**config.mk**
```make
export PLATFORM = sky130hd
export DESIGN_NAME = alu_chain_seq
export DESIGN_NICKNAME = d
export VERILOG_FILES = /design/src/rtl/alu_chain_pkg.sv /design/src/rtl/alu_chain_decode.sv /design/src/rtl/alu_chain_seq.sv
export SDC_FILE = /design/constraint.sdc
export NUM_CORES = 1
export LEC_CHECK = 0
export BUFFER_PORTS_ARGS = -buffer_cell sky130_fd_sc_hd__buf_2
export CAP_MARGIN = 40
export CORE_MARGIN = 10
export CORE_UTILIZATION = 32
export CTS_BUF_LIST = sky130_fd_sc_hd__clkbuf_8 sky130_fd_sc_hd__clkbuf_16
export DETAILED_ROUTE_END_ITERATION = 8
export PLACE_DENSITY = 0.51
export SLEW_MARGIN = 20
export SYNTH_ARGS = -nofsm -noshare
export SYNTH_HDL_FRONTEND = slang
export SYNTH_SLANG_ARGS = --single-unit
```
**constraint.sdc**
```tcl
create_clock -name clk -period 5.8 [get_ports clk]
set_input_delay 1.45 -clock clk [delete_from_list [all_inputs] [get_ports clk]]
set_output_delay 1.45 -clock clk [all_outputs]
set_load 0.005 [all_outputs]
```
**src/rtl/alu_chain_pkg.sv**
```systemverilog
// alu_chain_pkg
//   Shared definitions for the multi-byte ALU sequencer:
//   - cmd_e   : external command codes carried on cmd_op
//   - state_e : sequencer FSM states
//   - ALU_*   : operation codes driven onto the shared 8-bit ALU
//   - is_shift / is_arith : small classifiers on ALU op codes
package alu_chain_pkg;

    typedef enum logic [3:0] {
        CMD_ADD = 4'd0,
        CMD_SUB = 4'd1,
        CMD_ASL = 4'd2,
        CMD_ROL = 4'd3,
        CMD_LSR = 4'd4,
        CMD_ROR = 4'd5,
        CMD_AND = 4'd6,
        CMD_ORA = 4'd7,
        CMD_EOR = 4'd8
    } cmd_e;

    typedef enum logic [1:0] {
        ST_IDLE  = 2'd0,
        ST_ISSUE = 2'd1,
        ST_DRAIN = 2'd2,
        ST_DONE  = 2'd3
    } state_e;

    // ALU op codes; ASL and ROL share SHL, LSR and ROR share SHR.
    // They differ only in the carry fed into the first byte.
    localparam logic [3:0] ALU_ADD = 4'b0011;
    localparam logic [3:0] ALU_SUB = 4'b0111;
    localparam logic [3:0] ALU_SHL = 4'b1011;
    localparam logic [3:0] ALU_ORA = 4'b1100;
    localparam logic [3:0] ALU_AND = 4'b1101;
    localparam logic [3:0] ALU_EOR = 4'b1110;
    localparam logic [3:0] ALU_SHR = 4'b1111;

    // Shifts take no B operand.
    function automatic logic is_shift(input logic [3:0] op);
        return (op == ALU_SHL) || (op == ALU_SHR);
    endfunction

    // Only add/subtract produce a meaningful overflow flag.
    function automatic logic is_arith(input logic [3:0] op);
        return (op == ALU_ADD) || (op == ALU_SUB);
    endfunction

endpackage

```
**src/rtl/alu_chain_decode.sv**
```systemverilog
// alu_chain_decode
//   Combinational translation of a command code into ALU controls.
//   Ports:
//     cmd_op     in  4  command code (alu_chain_pkg::cmd_e)
//     alu_op     out 4  op code for the 8-bit ALU
//     right      out 1  ALU shift direction (1 = right)
//     msb_first  out 1  process bytes from most significant downwards
//     use_ci     out 1  command carry-in seeds the first byte
//     use_bcd    out 1  command BCD bit is forwarded to the ALU
//     err        out 1  code is not a defined command
module alu_chain_decode
    import alu_chain_pkg::*;
(
    input  logic [3:0] cmd_op,
    output logic [3:0] alu_op,
    output logic       right,
    output logic       msb_first,
    output logic       use_ci,
    output logic       use_bcd,
    output logic       err
);

    always_comb begin
        alu_op    = ALU_ADD;
        right     = 1'b0;
        msb_first = 1'b0;
        use_ci    = 1'b0;
        use_bcd   = 1'b0;
        err       = 1'b0;
        case (cmd_op)
            CMD_ADD: begin
                use_ci  = 1'b1;
                use_bcd = 1'b1;
            end
            CMD_SUB: begin
                alu_op  = ALU_SUB;
                use_ci  = 1'b1;
                use_bcd = 1'b1;
            end
            CMD_ASL: alu_op = ALU_SHL;
            CMD_ROL: begin
                alu_op = ALU_SHL;
                use_ci = 1'b1;
            end
            CMD_LSR: begin
                alu_op    = ALU_SHR;
                right     = 1'b1;
                msb_first = 1'b1;
            end
            CMD_ROR: begin
                alu_op    = ALU_SHR;
                right     = 1'b1;
                msb_first = 1'b1;
                use_ci    = 1'b1;
            end
            CMD_AND: alu_op = ALU_AND;
            CMD_ORA: alu_op = ALU_ORA;
            CMD_EOR: alu_op = ALU_EOR;
            default: err = 1'b1;
        endcase
    end

endmodule

```
**src/rtl/alu_chain_seq.sv**
```systemverilog
// alu_chain_seq
//   Runs NBYTES*8-bit commands through a shared 8-bit ALU one byte per
//   granted cycle, chaining carry between bytes and gathering the result
//   bytes and flags.
//   Ports:
//     clk, reset                  clock; asynchronous active-high reset
//     cmd_valid/cmd_ready         command handshake (ready only in IDLE)
//     cmd_op, cmd_a, cmd_b        command code and W-bit operands
//     cmd_ci, cmd_bcd             start carry and BCD request
//     res_valid/res_ready         result handshake, result held until taken
//     res_data, res_c/v/n/z/err   W-bit result and flags
//     alu_req/alu_gnt             ALU ownership request / grant
//     alu_op, alu_right, alu_ai, alu_bi, alu_ci, alu_bcd, alu_rdy
//                                 controls and operands driven to the ALU
//     alu_out, alu_co/v/z/n       registered ALU result and flags
module alu_chain_seq
    import alu_chain_pkg::*;
#(
    parameter int NBYTES = 4
) (
    input  logic                clk,
    input  logic                reset,
    input  logic                cmd_valid,
    output logic                cmd_ready,
    input  logic [3:0]          cmd_op,
    input  logic [NBYTES*8-1:0] cmd_a,
    input  logic [NBYTES*8-1:0] cmd_b,
    input  logic                cmd_ci,
    input  logic                cmd_bcd,
    output logic                res_valid,
    input  logic                res_ready,
    output logic [NBYTES*8-1:0] res_data,
    output logic                res_c,
    output logic                res_v,
    output logic                res_n,
    output logic                res_z,
    output logic                res_err,
    output logic                alu_req,
    input  logic                alu_gnt,
    output logic [3:0]          alu_op,
    output logic                alu_right,
    output logic [7:0]          alu_ai,
    output logic [7:0]          alu_bi,
    output logic                alu_ci,
    output logic                alu_bcd,
    output logic                alu_rdy,
    input  logic [7:0]          alu_out,
    input  logic                alu_co,
    input  logic                alu_v,
    input  logic                alu_z,
    input  logic                alu_n
);

    localparam int W    = NBYTES * 8;
    localparam int IDXW = (NBYTES > 1) ? $clog2(NBYTES) : 1;
    localparam logic [IDXW-1:0] LAST_IDX = IDXW'(NBYTES - 1);

    // Decoded command
    logic [3:0] dec_alu_op;
    logic       dec_right;
    logic       dec_msb_first;
    logic       dec_use_ci;
    logic       dec_use_bcd;
    logic       dec_err;

    alu_chain_decode u_decode (
        .cmd_op    (cmd_op),
        .alu_op    (dec_alu_op),
        .right     (dec_right),
        .msb_first (dec_msb_first),
        .use_ci    (dec_use_ci),
        .use_bcd   (dec_use_bcd),
        .err       (dec_err)
    );

    // Latched command
    state_e          state_reg;
    logic [IDXW-1:0] idx_reg;
    logic [W-1:0]    a_reg;
    logic [W-1:0]    b_reg;
    logic [3:0]      op_reg;
    logic            right_reg;
    logic            msb_first_reg;
    logic            ci_start_reg;
    logic            bcd_reg;
    logic            err_reg;

    // Result gathering
    logic [7:0]      byte_reg [NBYTES];
    logic            z_acc_reg;
    logic            c_reg;
    logic            v_reg;
    logic            n_reg;

    // Registered result outputs
    logic            res_valid_reg;
    logic [W-1:0]    res_data_reg;
    logic            res_c_reg;
    logic            res_v_reg;
    logic            res_n_reg;
    logic            res_z_reg;
    logic            res_err_reg;

    // Byte views of operands and the gathered result
    logic [7:0]      a_bytes [NBYTES];
    logic [7:0]      b_bytes [NBYTES];
    logic [W-1:0]    gathered;

    for (genvar gi = 0; gi < NBYTES; gi++) begin : g_bytes
        assign a_bytes[gi]          = a_reg[gi*8 +: 8];
        assign b_bytes[gi]          = b_reg[gi*8 +: 8];
        assign gathered[gi*8 +: 8]  = byte_reg[gi];
    end

    // idx counts processing steps; msb_first maps step k onto byte NBYTES-1-k.
    logic [IDXW-1:0] issue_pos;
    logic [IDXW-1:0] cap_step;
    logic [IDXW-1:0] cap_pos;
    logic            advance;
    logic            cap_en;

    assign issue_pos = msb_first_reg ? (LAST_IDX - idx_reg) : idx_reg;
    // The ALU result now on alu_out belongs to the step issued one grant ago.
    assign cap_step  = (state_reg == ST_DRAIN) ? LAST_IDX : (idx_reg - 1'b1);
    assign cap_pos   = msb_first_reg ? (LAST_IDX - cap_step) : cap_step;
    assign advance   = alu_gnt && alu_req;
    assign cap_en    = advance && ((state_reg == ST_DRAIN) || (idx_reg != '0));

    assign cmd_ready = (state_reg == ST_IDLE);
    assign alu_req   = (state_reg == ST_ISSUE) || (state_reg == ST_DRAIN);
    assign alu_rdy   = alu_gnt && (state_reg == ST_ISSUE);
    assign alu_op    = op_reg;
    assign alu_right = right_reg;
    assign alu_ai    = a_bytes[issue_pos];
    assign alu_bi    = b_bytes[issue_pos];
    // Later bytes chain the carry the ALU produced for the previous byte.
    assign alu_ci    = (idx_reg == '0) ? ci_start_reg : alu_co;
    assign alu_bcd   = bcd_reg;

    assign res_valid = res_valid_reg;
    assign res_data  = res_data_reg;
    assign res_c     = res_c_reg;
    assign res_v     = res_v_reg;
    assign res_n     = res_n_reg;
    assign res_z     = res_z_reg;
    assign res_err   = res_err_reg;

    always_ff @(posedge clk or posedge reset) begin
        if (reset) begin
            state_reg     <= ST_IDLE;
            idx_reg       <= '0;
            a_reg         <= '0;
            b_reg         <= '0;
            op_reg        <= '0;
            right_reg     <= 1'b0;
            msb_first_reg <= 1'b0;
            ci_start_reg  <= 1'b0;
            bcd_reg       <= 1'b0;
            err_reg       <= 1'b0;
            for (int i = 0; i < NBYTES; i++) begin
                byte_reg[i] <= '0;
            end
            z_acc_reg     <= 1'b0;
            c_reg         <= 1'b0;
            v_reg         <= 1'b0;
            n_reg         <= 1'b0;
            res_valid_reg <= 1'b0;
            res_data_reg  <= '0;
            res_c_reg     <= 1'b0;
            res_v_reg     <= 1'b0;
            res_n_reg     <= 1'b0;
            res_z_reg     <= 1'b0;
            res_err_reg   <= 1'b0;
        end else begin
            if (cap_en) begin
                byte_reg[cap_pos] <= alu_out;
                z_acc_reg         <= z_acc_reg & alu_z;
                // Sign of the whole result is the sign of its top byte.
                if (cap_pos == LAST_IDX) begin
                    n_reg <= alu_n;
                end
            end

            case (state_reg)
                ST_IDLE: begin
                    if (cmd_valid) begin
                        a_reg         <= cmd_a;
                        b_reg         <= is_shift(dec_alu_op) ? '0 : cmd_b;
                        op_reg        <= dec_alu_op;
                        right_reg     <= dec_right;
                        msb_first_reg <= dec_msb_first;
                        ci_start_reg  <= dec_use_ci & cmd_ci;
                        bcd_reg       <= dec_use_bcd & cmd_bcd;
                        err_reg       <= dec_err;
                        idx_reg       <= '0;
                        z_acc_reg     <= 1'b1;
                        c_reg         <= 1'b0;
                        v_reg         <= 1'b0;
                        n_reg         <= 1'b0;
                        state_reg     <= dec_err ? ST_DONE : ST_ISSUE;
                    end
                end
                ST_ISSUE: begin
                    if (alu_gnt) begin
                        if (idx_reg == LAST_IDX) begin
                            state_reg <= ST_DRAIN;
                        end else begin
                            idx_reg <= idx_reg + 1'b1;
                        end
                    end
                end
                ST_DRAIN: begin
                    if (alu_gnt) begin
                        c_reg     <= alu_co;
                        v_reg     <= is_arith(op_reg) & alu_v;
                        state_reg <= ST_DONE;
                    end
                end
                ST_DONE: begin
                    // First DONE cycle publishes the result; afterwards it is
                    // held untouched until the consumer takes it.
                    if (!res_valid_reg) begin
                        res_valid_reg <= 1'b1;
                        res_data_reg  <= err_reg ? '0 : gathered;
                        res_c_reg     <= ~err_reg & c_reg;
                        res_v_reg     <= ~err_reg & v_reg;
                        res_n_reg     <= ~err_reg & n_reg;
                        res_z_reg     <= ~err_reg & z_acc_reg;
                        res_err_reg   <= err_reg;
                    end else if (res_ready) begin
                        res_valid_reg <= 1'b0;
                        state_reg     <= ST_IDLE;
                    end
                end
                default: state_reg <= ST_IDLE;
            endcase
        end
    end

endmodule

```
Word level (Yosys, flattened, before mapping)
Cells that the tools add are included.
{ "classes": {"n_addsub": 4, "n_lt_le_gt_ge": 3, "eq_ne": 24, "n_mux": 46, "bitwise": 12, "reduce_logical": 24} }
{ "op_table": {"columns": ["op", "n"], "rows": [
  ["32-bit two-way mux", 2],
  ["8-bit two-way mux", 5],
  ["8-bit binary-select mux with 2-bit select", 2],
  ["32-bit bitwise mux", 1],
  ["2-bit two-way mux", 13],
  ["4-bit one-hot mux with 6 select lines", 1],
  ["4-bit by 3-bit equality test with 1-bit output (second input constant)", 5],
  ["1-bit two-way mux", 17],
  ["8-bit demux with 2-bit select", 1],
  ["4-bit by 2-bit equality test with 1-bit output (second input constant)", 3],
  ["4-bit equality test (second input constant)", 3],
  ["2-bit inequality test (second input constant)", 6],
  ["9-bit OR reduction", 1],
  ["1-bit bitwise AND", 8],
  ["2-bit equality test (second input constant)", 4],
  ["2-bit one-hot mux with 4 select lines", 1],
  ["3-bit >= comparator (second input constant)", 2],
  ["2-bit NOT with 3-bit output", 2],
  ["6-bit AND reduction", 1],
  ["2-bit nonzero test", 3],
  ["2-bit OR reduction", 3],
  ["4-bit by 1-bit equality test with 1-bit output (second input constant)", 1],
  ["1-bit logical AND", 4],
  ["2-bit logical NOT", 2],
  ["15 further kinds", 22]
]} }
{ "word_totals": {"ff_bits": 150, "input_bits": 87, "output_inout_bits": 64} }

Depth between registers and ports, before layout
{ "depth": {"ltp_word": 10, "ltp_mapped": 7, "mapped_depth_nobuf": 6} }

Modules after synthesis
A second synthesis with hierarchy kept.
{ "hier_totals": {"cells_unflattened": 493, "area_unflattened_um2": 6550.0} }
{ "modules_own_cells": {"columns": ["module", "n_inst", "cells_each", "area_each_um2", "seq_area_each_um2"], "rows": [
  ["alu_chain_seq", 1, 478, 6448.7, 3778.6],
  ["alu_chain_decode", 1, 15, 101.3, 0.0]
]} }

Least setup slack after synthesis
Ideal clock, no wire load.
{ "synth_timing": {"path_type": "input-to-output", "startpoint": "in alu_gnt", "endpoint": "out alu_rdy", "arrival_time_ps": 1781, "required_time_ps": 4350, "slack_ps": 2569, "cell_stages": 2, "path_buffers": 1, "cell_sequence": "buf_2 and2_1"} }
{ "synth_between": {"elab_chain_len": 1} }
{ "synth_lines": {"columns": ["element", "line_no", "text"], "rows": [
  ["start: declaration", "alu_chain_seq.sv:39", "input logic alu_gnt,"],
  ["1-bit logical AND", "alu_chain_seq.sv:131", "assign alu_rdy = alu_gnt && (state_reg == ST_ISSUE);"],
  ["end: declaration", "alu_chain_seq.sv:46", "output logic alu_rdy,"]
]} }
Every way passes these cells.

Worst setup path after layout
{ "layout_timing": {"startpoint": "reg msb_first_reg", "endpoint": "out alu_ai[0]"} }
{ "layout_between": {"elab_chain_len": 5} }
{ "layout_lines": {"columns": ["element", "line_no", "text"], "rows": [
  ["start: declaration", "alu_chain_seq.sv:83", "logic msb_first_reg;"],
  ["start signal: assignment", "alu_chain_seq.sv:191", "msb_first_reg <= dec_msb_first;"],
  ["2-bit two-way mux", "alu_chain_seq.sv:122", "assign issue_pos = msb_first_reg ? (LAST_IDX - idx_reg) : idx_reg;"],
  ["2-bit NOT with 3-bit output (not written as such)", "alu_chain_seq.sv:134", "assign alu_ai = a_bytes[issue_pos];"],
  ["8-bit binary-select mux with 2-bit select", "alu_chain_seq.sv:134", null],
  ["8-bit two-way mux (not written as such) (2 in series)", "alu_chain_seq.sv:134", null],
  ["end: declaration", "alu_chain_seq.sv:42", "output logic [7:0] alu_ai,"]
]} }
Every way passes these cells. The select of a mux whose other input is x is not followed.

==> run_results.csv <==
group,metric,value,unit
worst_setup_path,crit_slowest_cell,"dfrtp_1",
global_routing,grt_max_degree,74,
timing,finalWorstSetupSlack,1.90,ns
worst_hold_path,hold_path_end,"res_data[3]",
routing,drt_wl_total,16.0,mm
timing,tightest_slew,0.732,ns
die,start_util,0.324,
yosys,synth_fp_nets,591,
timing,clock.fmax,256,MHz
worst_setup_path,path_max_fanout,9,
yosys,synth_edf_count,0,
timing,whs,0.472,ns
cts,cts.htree.levels,4,
cts,cts_buffers,17,
routing,drtIter0Drc,198,
routing,via_count,4362,
worst_setup_path,reg2reg_depth,6,
cts,ctsHoldBuffers,0,
global_routing,grt_pass1_wl,26.5,mm
timing,hold_viol_final,0,
worst_setup_path,rrSetupSlack,3.52,ns
timing,setup_tns,0,ns
routing,wl_per_cell,17.1,um
routing,ant_nets,0,
place,finalWeightedCongestion,0.784,
worst_setup_path,worstSetupPathType,"reg2out",
routing,vias_per_cell,4.68,
timing,period_minus_slack,3.90,ns
global_routing,grt_overflow,0,
run,cap_viol_max_count,0,
routing,drc,0,
timing,slew_headroom,0.512,
layout,fin_cells,932,
worst_setup_path,critPathRequiredTime,4.35,ns
timing,final-setup-viol-count,0,
yosys,synth_top_area_share,0.576,
worst_hold_path,hp-start,"res_data[3]",
global_routing,grtUsageTotal,0.125,
power,ir_drop,0.000291,V
place,post-place-ws,2.23,ns
timing,rsz0062_at_grt,"no",
yosys,seq_area_frac_synth,0.576,
layout,fillers,1919,
yosys,netlist_top_cells_area,"dfrtp_1 (58%), mux2_2 (12%), mux4_2 (5.5%), a22o_1 (4.7%), nand2b_1 (3.9%)",
place,place_inst,896,
worst_setup_path,r2r-end,"byte_reg[7]",
cts,cts_resized,0,
layout,drive_gt1_frac,0.444,
worst_setup_path,cp_cell_sequence,"xnor2_2 > buf_6 > mux4_2 > buf_2",
timing,drv_slew,0,
yosys,ys_async_sr_fraction,1.00,
cts,clkLatencyLatePin,0.41,ns
die,die_area,26500,um^2
layout,area_delta_synth_final,26.1,%
die,die_height,163,um
layout,multiInputGateArea,2600,um^2
cts,cts_tree,"built",
global_routing,grt_pass1_vias,4807,
layout,nNetsFinal,740,
worst_setup_path,cp-end-kind,"output pin",
global_routing,antenna_found_initial,3,
power,powerDensity,574,nW/um^2
worst_hold_path,hold_path.class,"reg2reg",
cts,cts_setup_buffers,0,
cts,numClockSinks,150,
cts,cts_max_path_buffers,2,
cts,root_buffer,"clkbuf_16",
yosys,syn_area,6510,um^2
yosys,synthFlopType,"dfrtp_1",
worst_setup_path,critical_path.startpoint_type,"flip-flop",
power,leakage,3.91,nW
place,io_buffers,150,
yosys,ys_types,42,
worst_hold_path,hold_path_depth,2,
yosys,yosys_register_bits,150,
place,dp.final_hpwl,11.7,mm
yosys,yosys_warnings,0,
timing,fin_crit_sh,0.672,
layout,final_util,0.409,
worst_setup_path,r2r_start,"idx_reg[1]",
die,io_pins,151,
worst_setup_path,worst_ep_arrival_time,2.45,ns
die,fp.dieW,163,um
routing,drt_first_pass_iters,5,
layout,regArea,3750,um^2
timing,skew,0.0121,ns
worst_setup_path,cpPeakStageDelay,0.58,ns
die,core_area,20100,um^2
yosys,avgSynthCellArea,13.1,um^2
yosys,syn_inst,498,
cts,path_clk_slew,0.07,ns
yosys,yosys.area.top_type,"dfrtp_1",
die,fp-row-count,52,
run_status,status,"finished clean",
placed cells by master, fill, tap and decap left out, types with 3 or more instances in the layout:
cell type	n
a22o_1	35
nor2_1	6
dfrtp_1	150
a21oi_1	4
nand2b_1	40
buf_2	150
inv_1	9
mux2_2	71
ha_1	6
inv_6	6
nand2_2	3
o21ai_0	42
mux4_2	16
buf_4	5
clkbuf_16	17
buf_16	4
nand2_1	51
per-stage QoR:
stage / area, um^2 / power, mW
after floorplan: 6520 / 3.01
after global placement: 7520 / 3.59
after detailed placement: 7590 / 3.68
after CTS: 8160 / 4.78
after global routing: 8210 / 5.08
final: 8220 / 4.72
worst max path at each step:
stage | from | end | slack, ns | depth (start not counted)
6_report | msb_first_reg | alu_ai[0] | 1.90 | 4
5_1_grt | msb_first_reg | alu_ai[0] | 1.75 | 4
4_1_cts | msb_first_reg | alu_ai[7] | 1.76 | 3
3_5_place_dp | msb_first_reg | alu_ai[7] | 2.23 | 3
3_3_place_gp | msb_first_reg | alu_bi[6] | 2.09 | 4
2_1_floorplan | reset | a_reg[0] | 0.31 | 1
cells in the mapped netlist, types with 2 or more instances:
master and number:
dfrtp_1 150, mux2_2 71, nand2_1 52, o21ai_0 42
nand2b_1 41, a22o_1 35, clkbuf_1 21, mux4_2 16
inv_1 9, nor2_1 7, ha_1 6, a21oi_1 4
buf_2 4, a32o_1 2, buf_1 2, buf_6 2
mux2i_1 2, nand2_2 2, nand3_1 2, nand3b_1 2
nand4_4 2, nor2b_1 2, o41ai_1 2, xnor2_1 2
layout make-up:
type	count	share of cell area
timing repair buffer	160	0.111
clock inverter	15	0.0174
clock buffer	17	0.0518
sequential	150	0.457
tap	270	0.0411
antenna	2	0.000609
multi-input combinational	309	0.317
inverter	9	0.00472
cell families after synthesis:
| family | share of synthesized area |
|---|---|
| flops | 0.576 |
| simple gates | 0.0964 |
| mux | 0.185 |
| compound gates | 0.0930 |
| buf+inv | 0.0261 |
| fa+ha+maj | 0.0131 |
| xor+xnor | 0.0108 |
worst max-delay path, delay by kind of cell (launching register included):
family	cells	cell delay [ns]
buffers and inverters	2	0.38
muxes	1	0.52
xor gates and xnor gates	1	0.55
DFF	1	0.58
layer usage:
layer | wire length [um] | vias up | GRT usage | part of all wire
li1 | - | 2075 | - | -
met1 | 7000 | 2125 | 0.155 | 0.44
met2 | 7080 | 145 | 0.185 | 0.44
met3 | 1690 | 15 | 0.0688 | 0.11
met4 | 163 | 2 | 0.0332 | 0.010
met5 | 20 | - | 0 | 0.0013
report_power, final:
part	internal, mW	leakage [nW]	total (mW)	switching, mW
clock	0.601	0.280	1.07	0.465
combinational	1.04	1.73	1.84	0.805
sequential	1.52	1.90	1.81	0.283
Note: power is estimated with default switching activity, not from simulation.
